### src/rtl/cdnsdru_usb4_mb_coef_pkg.sv
// Shared widths, FSM state type and timeout default for the message-bus coefficient arbiter.
package cdnsdru_usb4_mb_coef_pkg;

  localparam int COEF_W              = 24;
  localparam int LEGACY_W            = 18;
  localparam int TIMEOUT_CYC_DEFAULT = 255;

  typedef enum logic {
    ST_IDLE = 1'b0,
    ST_REQ  = 1'b1
  } arb_state_e;

endpackage

### src/rtl/cdnsdru_usb4_mb_rr_arb.sv
// Combinational round-robin pick: first requesting lane at or above rr_ptr, wrapping.
module cdnsdru_usb4_mb_rr_arb #(
  parameter int  NUM_LANES = 4,
  localparam int LANE_W    = (NUM_LANES > 1) ? $clog2(NUM_LANES) : 1
) (
  input  logic [NUM_LANES-1:0] req,
  input  logic [LANE_W-1:0]    rr_ptr,
  output logic [NUM_LANES-1:0] grant,
  output logic [LANE_W-1:0]    grant_idx
);

  always_comb begin
    logic             found;
    logic [LANE_W-1:0] lane;
    grant     = '0;
    grant_idx = '0;
    found     = 1'b0;
    lane      = '0;
    for (int off = 0; off < NUM_LANES; off++) begin
      lane = LANE_W'((int'(rr_ptr) + off) % NUM_LANES);
      if (!found && req[lane]) begin
        found       = 1'b1;
        grant[lane] = 1'b1;
        grant_idx   = lane;
      end
    end
  end

endmodule

### src/rtl/cdnsdru_usb4_message_bus_pcs_coef_arb.sv
// Per-lane TX coefficient shadows arbitrated round-robin onto a single message-bus write port.
// Optional ack timeout enabled by CDNSDRU_USB4_MB_COEF_TIMEOUT_EN.
module cdnsdru_usb4_message_bus_pcs_coef_arb
  import cdnsdru_usb4_mb_coef_pkg::*;
#(
  parameter int  NUM_LANES   = 4,
  parameter int  TIMEOUT_CYC = TIMEOUT_CYC_DEFAULT,
  localparam int LANE_W      = (NUM_LANES > 1) ? $clog2(NUM_LANES) : 1
) (
  input  logic                          pipe_phy2mac_clk,
  input  logic                          pipe_phy2mac_rst,
  input  logic [NUM_LANES-1:0]          tx_coef_valid,
  input  logic [NUM_LANES*LEGACY_W-1:0] tx_preset_coef_legacy,
  input  logic [NUM_LANES*COEF_W-1:0]   tx_preset_coef_g67,
  input  logic [NUM_LANES-1:0]          g67rate,
  output logic [NUM_LANES*COEF_W-1:0]   tx_preset_coef_reg,
  output logic [NUM_LANES-1:0]          coef_pending,
  output logic [NUM_LANES-1:0]          coef_overrun,
  input  logic [NUM_LANES-1:0]          overrun_clr,
  output logic                          mb_req,
  output logic [LANE_W-1:0]             mb_lane,
  output logic [COEF_W-1:0]             mb_coef,
  input  logic                          mb_ack,
  output logic                          mb_timeout
);

  arb_state_e           state_q, state_d;
  logic [COEF_W-1:0]    shadow_q [NUM_LANES];
  logic [COEF_W-1:0]    shadow_d [NUM_LANES];
  logic [NUM_LANES-1:0] pending_q, pending_d;
  logic [NUM_LANES-1:0] overrun_q, overrun_d;
  logic [LANE_W-1:0]    rr_ptr_q, rr_ptr_d;
  logic [LANE_W-1:0]    mb_lane_q, mb_lane_d;
  logic [COEF_W-1:0]    mb_coef_q, mb_coef_d;
  logic [NUM_LANES-1:0] grant, sel_mask;
  logic [LANE_W-1:0]    grant_idx;
  logic                 pick, req_done, timeout_hit;

  cdnsdru_usb4_mb_rr_arb #(.NUM_LANES(NUM_LANES)) u_rr_arb (
    .req       (pending_q),
    .rr_ptr    (rr_ptr_q),
    .grant     (grant),
    .grant_idx (grant_idx)
  );

  always_ff @(posedge pipe_phy2mac_clk or posedge pipe_phy2mac_rst) begin
    if (pipe_phy2mac_rst) state_q <= ST_IDLE;
    else                  state_q <= state_d;
  end

  always_comb begin
    state_d  = state_q;
    pick     = 1'b0;
    req_done = 1'b0;
    case (state_q)
      ST_IDLE: begin
        if (|pending_q) begin
          pick    = 1'b1;
          state_d = ST_REQ;
        end
      end
      ST_REQ: begin
        if (mb_ack || timeout_hit) begin
          req_done = 1'b1;
          state_d  = ST_IDLE;
        end
      end
      default: state_d = ST_IDLE;
    endcase
  end

  always_comb begin
    mb_req = (state_q == ST_REQ);
  end

  // A lane selected this cycle is exempt from overrun: its old value is already on the bus.
  always_comb begin
    sel_mask  = pick ? grant : '0;
    pending_d = (pending_q & ~sel_mask) | tx_coef_valid;
    overrun_d = (overrun_q & ~overrun_clr) | (tx_coef_valid & pending_q & ~sel_mask);
    mb_lane_d = pick ? grant_idx : mb_lane_q;
    mb_coef_d = pick ? shadow_q[grant_idx] : mb_coef_q;
    rr_ptr_d  = rr_ptr_q;
    if (req_done) begin
      rr_ptr_d = (mb_lane_q == LANE_W'(NUM_LANES - 1)) ? '0 : mb_lane_q + LANE_W'(1);
    end
    for (int i = 0; i < NUM_LANES; i++) begin
      shadow_d[i] = shadow_q[i];
      if (tx_coef_valid[i]) begin
        shadow_d[i] = g67rate[i] ? tx_preset_coef_g67[i*COEF_W +: COEF_W]
                                 : {{(COEF_W-LEGACY_W){1'b0}}, tx_preset_coef_legacy[i*LEGACY_W +: LEGACY_W]};
      end
    end
  end

  always_ff @(posedge pipe_phy2mac_clk or posedge pipe_phy2mac_rst) begin
    if (pipe_phy2mac_rst) begin
      pending_q <= '0;
      overrun_q <= '0;
      rr_ptr_q  <= '0;
      mb_lane_q <= '0;
      mb_coef_q <= '0;
      for (int i = 0; i < NUM_LANES; i++) shadow_q[i] <= '0;
    end else begin
      pending_q <= pending_d;
      overrun_q <= overrun_d;
      rr_ptr_q  <= rr_ptr_d;
      mb_lane_q <= mb_lane_d;
      mb_coef_q <= mb_coef_d;
      for (int i = 0; i < NUM_LANES; i++) shadow_q[i] <= shadow_d[i];
    end
  end

`ifdef CDNSDRU_USB4_MB_COEF_TIMEOUT_EN
  localparam int CNT_W = $clog2(TIMEOUT_CYC + 1);
  logic [CNT_W-1:0] tmo_cnt_q, tmo_cnt_d;
  logic             mb_timeout_q;

  // Counter restarts at each REQ entry; the abandoned lane is not re-pended.
  assign timeout_hit = (state_q == ST_REQ) && !mb_ack && (tmo_cnt_q == CNT_W'(TIMEOUT_CYC - 1));

  always_comb begin
    tmo_cnt_d = tmo_cnt_q;
    if (pick)                     tmo_cnt_d = '0;
    else if (state_q == ST_REQ)   tmo_cnt_d = tmo_cnt_q + CNT_W'(1);
  end

  always_ff @(posedge pipe_phy2mac_clk or posedge pipe_phy2mac_rst) begin
    if (pipe_phy2mac_rst) begin
      tmo_cnt_q    <= '0;
      mb_timeout_q <= 1'b0;
    end else begin
      tmo_cnt_q    <= tmo_cnt_d;
      mb_timeout_q <= timeout_hit;
    end
  end

  assign mb_timeout = mb_timeout_q;
`else
  assign timeout_hit = 1'b0;
  assign mb_timeout  = 1'b0;
`endif

  always_comb begin
    for (int i = 0; i < NUM_LANES; i++) tx_preset_coef_reg[i*COEF_W +: COEF_W] = shadow_q[i];
  end

  assign coef_pending = pending_q;
  assign coef_overrun = overrun_q;
  assign mb_lane      = mb_lane_q;
  assign mb_coef      = mb_coef_q;

endmodule

### config.mk
export PLATFORM = sky130hd
export DESIGN_NAME = cdnsdru_usb4_message_bus_pcs_coef_arb
export DESIGN_NICKNAME = d
export VERILOG_FILES = /design/src/rtl/cdnsdru_usb4_mb_coef_pkg.sv /design/src/rtl/cdnsdru_usb4_mb_rr_arb.sv /design/src/rtl/cdnsdru_usb4_message_bus_pcs_coef_arb.sv
export SDC_FILE = /design/constraint.sdc
export NUM_CORES = 1
export LEC_CHECK = 0
export CAP_MARGIN = 20
export CORE_MARGIN = 8
export CORE_UTILIZATION = 40
export DETAILED_ROUTE_END_ITERATION = 12
export PLACE_DENSITY_LB_ADDON = 0.1
export SYNTH_ARGS = -nofsm -noshare
export SYNTH_HDL_FRONTEND = slang
export SYNTH_SLANG_ARGS = --single-unit
### constraint.sdc
create_clock -name pipe_phy2mac_clk -period 9.6 [get_ports pipe_phy2mac_clk]
set_clock_uncertainty 0.1 [all_clocks]
set_input_delay 1.92 -clock pipe_phy2mac_clk [delete_from_list [all_inputs] [get_ports pipe_phy2mac_clk]]
set_output_delay 1.92 -clock pipe_phy2mac_clk [all_outputs]
set_load 0.01 [all_outputs]
==> impl_metrics.csv <==
group,metric,value,unit
finish,antenna_cells_inserted,0,
worst_setup_path,setup.reg_to_reg.worst_slack,5650,ps
synth,count_of_distinct_cell_types_in_the_synthesized_netlist,47,
power_and_ir_drop,clkPwrFrac,0.278,
synth,synth_cells,698,
synth,synth.ff_latch_count,133,
power_and_ir_drop,ir_drop,0.152,mV
sta,period_minus_slack,3950,ps
floorplanning,core_region_area,17100,µm²
sta,slew_headroom,0.346,
finish,final_cell_mix,"sky130_fd_sc_hd__clkdlybuf4s50_1, sky130_fd_sc_hd__dfrtp_1, sky130_fd_sc_hd__nor2_1, sky130_fd_sc_hd__mux2i_1, sky130_fd_sc_hd__a21oi_1",
synth,synth.area.mux_share,0.150,
synth,avgSynthCellArea,9.86,µm²
clocking,clk_transition_reported_paths,60,ps
clocking,clkLatencyLatePin,420,ps
clocking,clkSinkCount,133,
synth,synth_area_in_simple_gates,0.118,
floorplanning,fp.dieH,147,µm
worst_setup_path,worst-setup-path-type,"reg2reg",
hold_path,worstHoldEndpoint,"coef_overrun[3]",
synth,synth_xor_xnor_area_share,0,
power_and_ir_drop,power_per_cell_area,225,nW/µm²
worst_setup_path,cp-end-kind,"flop",
grt,grt_pass1_vias,6547,
routing,dr.pass1.iters,4,
placed_design,detailed_place_hpwl,18800,µm
clocking,cts_max_path_buffers,2,
hold_path,hold_path_startpoint,"coef_overrun[3]",
grt,globalRoute.totalOverflow,0,
clocking,cts-buffers-inserted,17,
sta,timing.final.ws_setup,5650,ps
clocking,cts_root_buf,"sky130_fd_sc_hd__clkbuf_16",
worst_setup_path,worst_setup_path_start_kind,"flop",
synth,synth_edf_count,0,
grt,grt_pass1_wl,37900,µm
worst_setup_path,cp_data_required_time,9800,ps
routing,detail_route.vias_per_cell,5.11,
status,status,"finished clean",
sta,timing.hold.ws,442,ps
placed_design,detailed_place.area,10100,µm²
worst_setup_path,worstReg2RegStart,"rr_ptr_q[0]",
placed_design,port-buffer-count,313,
clocking,post_cts.resized_instances,0,
worst_setup_path,ff2ff_path_depth,9,
routing,drt.antenna.violating_nets,0,
worst_setup_path,worst_path_max_delay_cell,"sky130_fd_sc_hd__dfrtp_1",
power_and_ir_drop,power.share.switching,0.354,
power_and_ir_drop,power.net_switching,0.000857,W
routing,dr.first_iter.drc_count,299,
sta,unrepaired_setup_endpoints_after_global_routing,"false",
clocking,cts_post_setup_buffers_inserted,0,
routing,detailroute.via_count,6238,
power_and_ir_drop,combinationalPowerShare,0.403,
power_and_ir_drop,power.share.sequential,0.320,
synth,synth_fa_ha_area_frac,0.0145,
synth,synth-async-reset-ratio,1.00,
sta,tightest_slew,981,ps
grt,antenna_found_initial,0,
hold_path,min_delay_path_depth,2,
sta,finalSetupViolCount,0,
synth,share_of_the_synthesized_area_in_compound_gates_ao_oa_aoi_oai,0.172,
floorplanning,die-width,147,µm
routing,postRouteWirelength,24600,µm
routing,detail_route.wl_per_cell,20.1,µm
clocking,holdBufCountCts,0,
finish,final_area,10800,µm²
grt,pin_count_of_the_biggest_net_entering_global_routing,79,
flow_run,timing.max_cap.violations,0,
sta,hold_viol,0,
synth,synth-seq-area-share,0.483,
synth,synth.cell_area,6890,µm²
power_and_ir_drop,power_leakage,4.60,nW
synth,synthesis.nets,889,
power_and_ir_drop,p_int,0.00157,W
worst_setup_path,cp_slowest_stage_delay,700,ps
finish,largest_register_ff_count,96,
finish,final_layout_size_suffix_gt1_frac,0.0833,
synth,yosysWarningCount,0,
sta,summed_negative_setup_slack_over_all_endpoints,0,ps
clocking,tritoncts,"built",
power_and_ir_drop,design_power_total,0.00242,W
floorplanning,num_rows,48,
floorplanning,floorplan.initialDensity,0.404,
sta,min_period_over_period,0.411,
finish,flow.area_growth_from_synthesis,56.3,%
placed_design,finalWeightedCongestion,0.894,
grt,grt.total_usage,0.225,
synth,main_combinational_cell_family_by_area_after_synthesis,"compound AO/OA/AOI/OAI gates",
synth,ys.flop_type,"sky130_fd_sc_hd__dfrtp_1",
sta,final-max-slew-violation-count,0,
worst_setup_path,timing.critical_path.arrival,4150,ps
sta,fmaxAchievable,253,MHz
worst_setup_path,crit_fanout,31,
finish,finalNetCount,1174,
hold_path,hp-class,"reg2reg",
worst_setup_path,worst_r2r_endpoint,"mb_coef[0]",
floorplanning,io_pins,315,
floorplanning,design.die.area,21700,µm²
worst_setup_path,crit_chain,"inv_1 > ha_1 > mux4_2 > nor2b_4 > o21ai_2 > buf_6 > and2_4 > mux2_4 > a221o_1",
clocking,cts_max_level,4,
placed_design,dpl_worst_slack,5410,ps
routing,remaining_drc_errors,0,
finish,layout_commonest_cell,"sky130_fd_sc_hd__clkdlybuf4s50_1",
-- stage by stage --
step                utilization  std cells
floorplan                     -        698
global placement          0.591       1185
detailed placement        0.593       1186
CTS                       0.628       1218
global route              0.631       1221
finish                    0.631       1221
-- power by group through the flow --
stage / clock network [W] / registers, W / logic [W]
after floorplan: 0 / 0.000793 / 0.000561
after global placement: 0 / 0.000782 / 0.000956
after detailed placement: 0 / 0.000782 / 0.000968
after CTS: 0.000683 / 0.000775 / 0.000974
after global routing: 0.000707 / 0.000791 / 0.00106
final: 0.000673 / 0.000774 / 0.000976
-- layer usage --
layer | wire [µm] | track usage
met3 | 1800 | 0.0711
met2 | 12700 | 0.392
met4 | 350 | 0.0658
met1 | 9690 | 0.259
met5 | 0 | 0
-- area by class of cell --
type	instances	area (µm²)
sequential	133	3330
clock buffer	18	429
inverter	36	140
multi-input combinational	471	3150
clock inverter	14	175
tap	225	282
timing repair buffer	324	3260
fill	1424	6290
-- worst max path at each step --
stage / start / endpoint / slack (ps)
2_1_floorplan: pipe_phy2mac_rst / coef_overrun[0] / 4030
3_3_place_gp: rr_ptr_q[0] / mb_coef[0] / 5520
3_5_place_dp: rr_ptr_q[0] / mb_coef[0] / 5410
4_1_cts: rr_ptr_q[0] / mb_coef[0] / 5380
5_1_grt: rr_ptr_q[0] / mb_coef[0] / 5390
6_report: rr_ptr_q[0] / mb_coef[0] / 5650
-- critical path: cells and delay by family, from the launching register on --
family                     cells  cell delay (ps)
buffers and inverters          2              450
and+or+nand+nor                2              540
adders and majority gates      1              480
muxes                          2              700
AOI/OAI and AO/OA              2              840
DFF                            1              700
-- synthesized netlist by cell type (all sizes together), types with 6 or more instances --
cell	n	area [µm²]
nand3	20	100
and3	17	106
ha	8	100
mux2i	90	901
clkbuf	40	151
inv	36	135
a22oi	6	45.0
nand2	26	100
a21oi	82	410
dfrtp	133	3330
a211oi	46	430
nor2	99	372
o21ai	32	164
buf	18	135
-- cells by family after synthesis --
logic type,count (synthesis)
buffers and inverters,94
flip-flops,133
other,1
AO/OA/AOI/OAI,184
AND/OR/NAND/NOR,181
multiplexers,97
adder cells (fa/ha/maj),8
(Power assumes the default switching activity.)
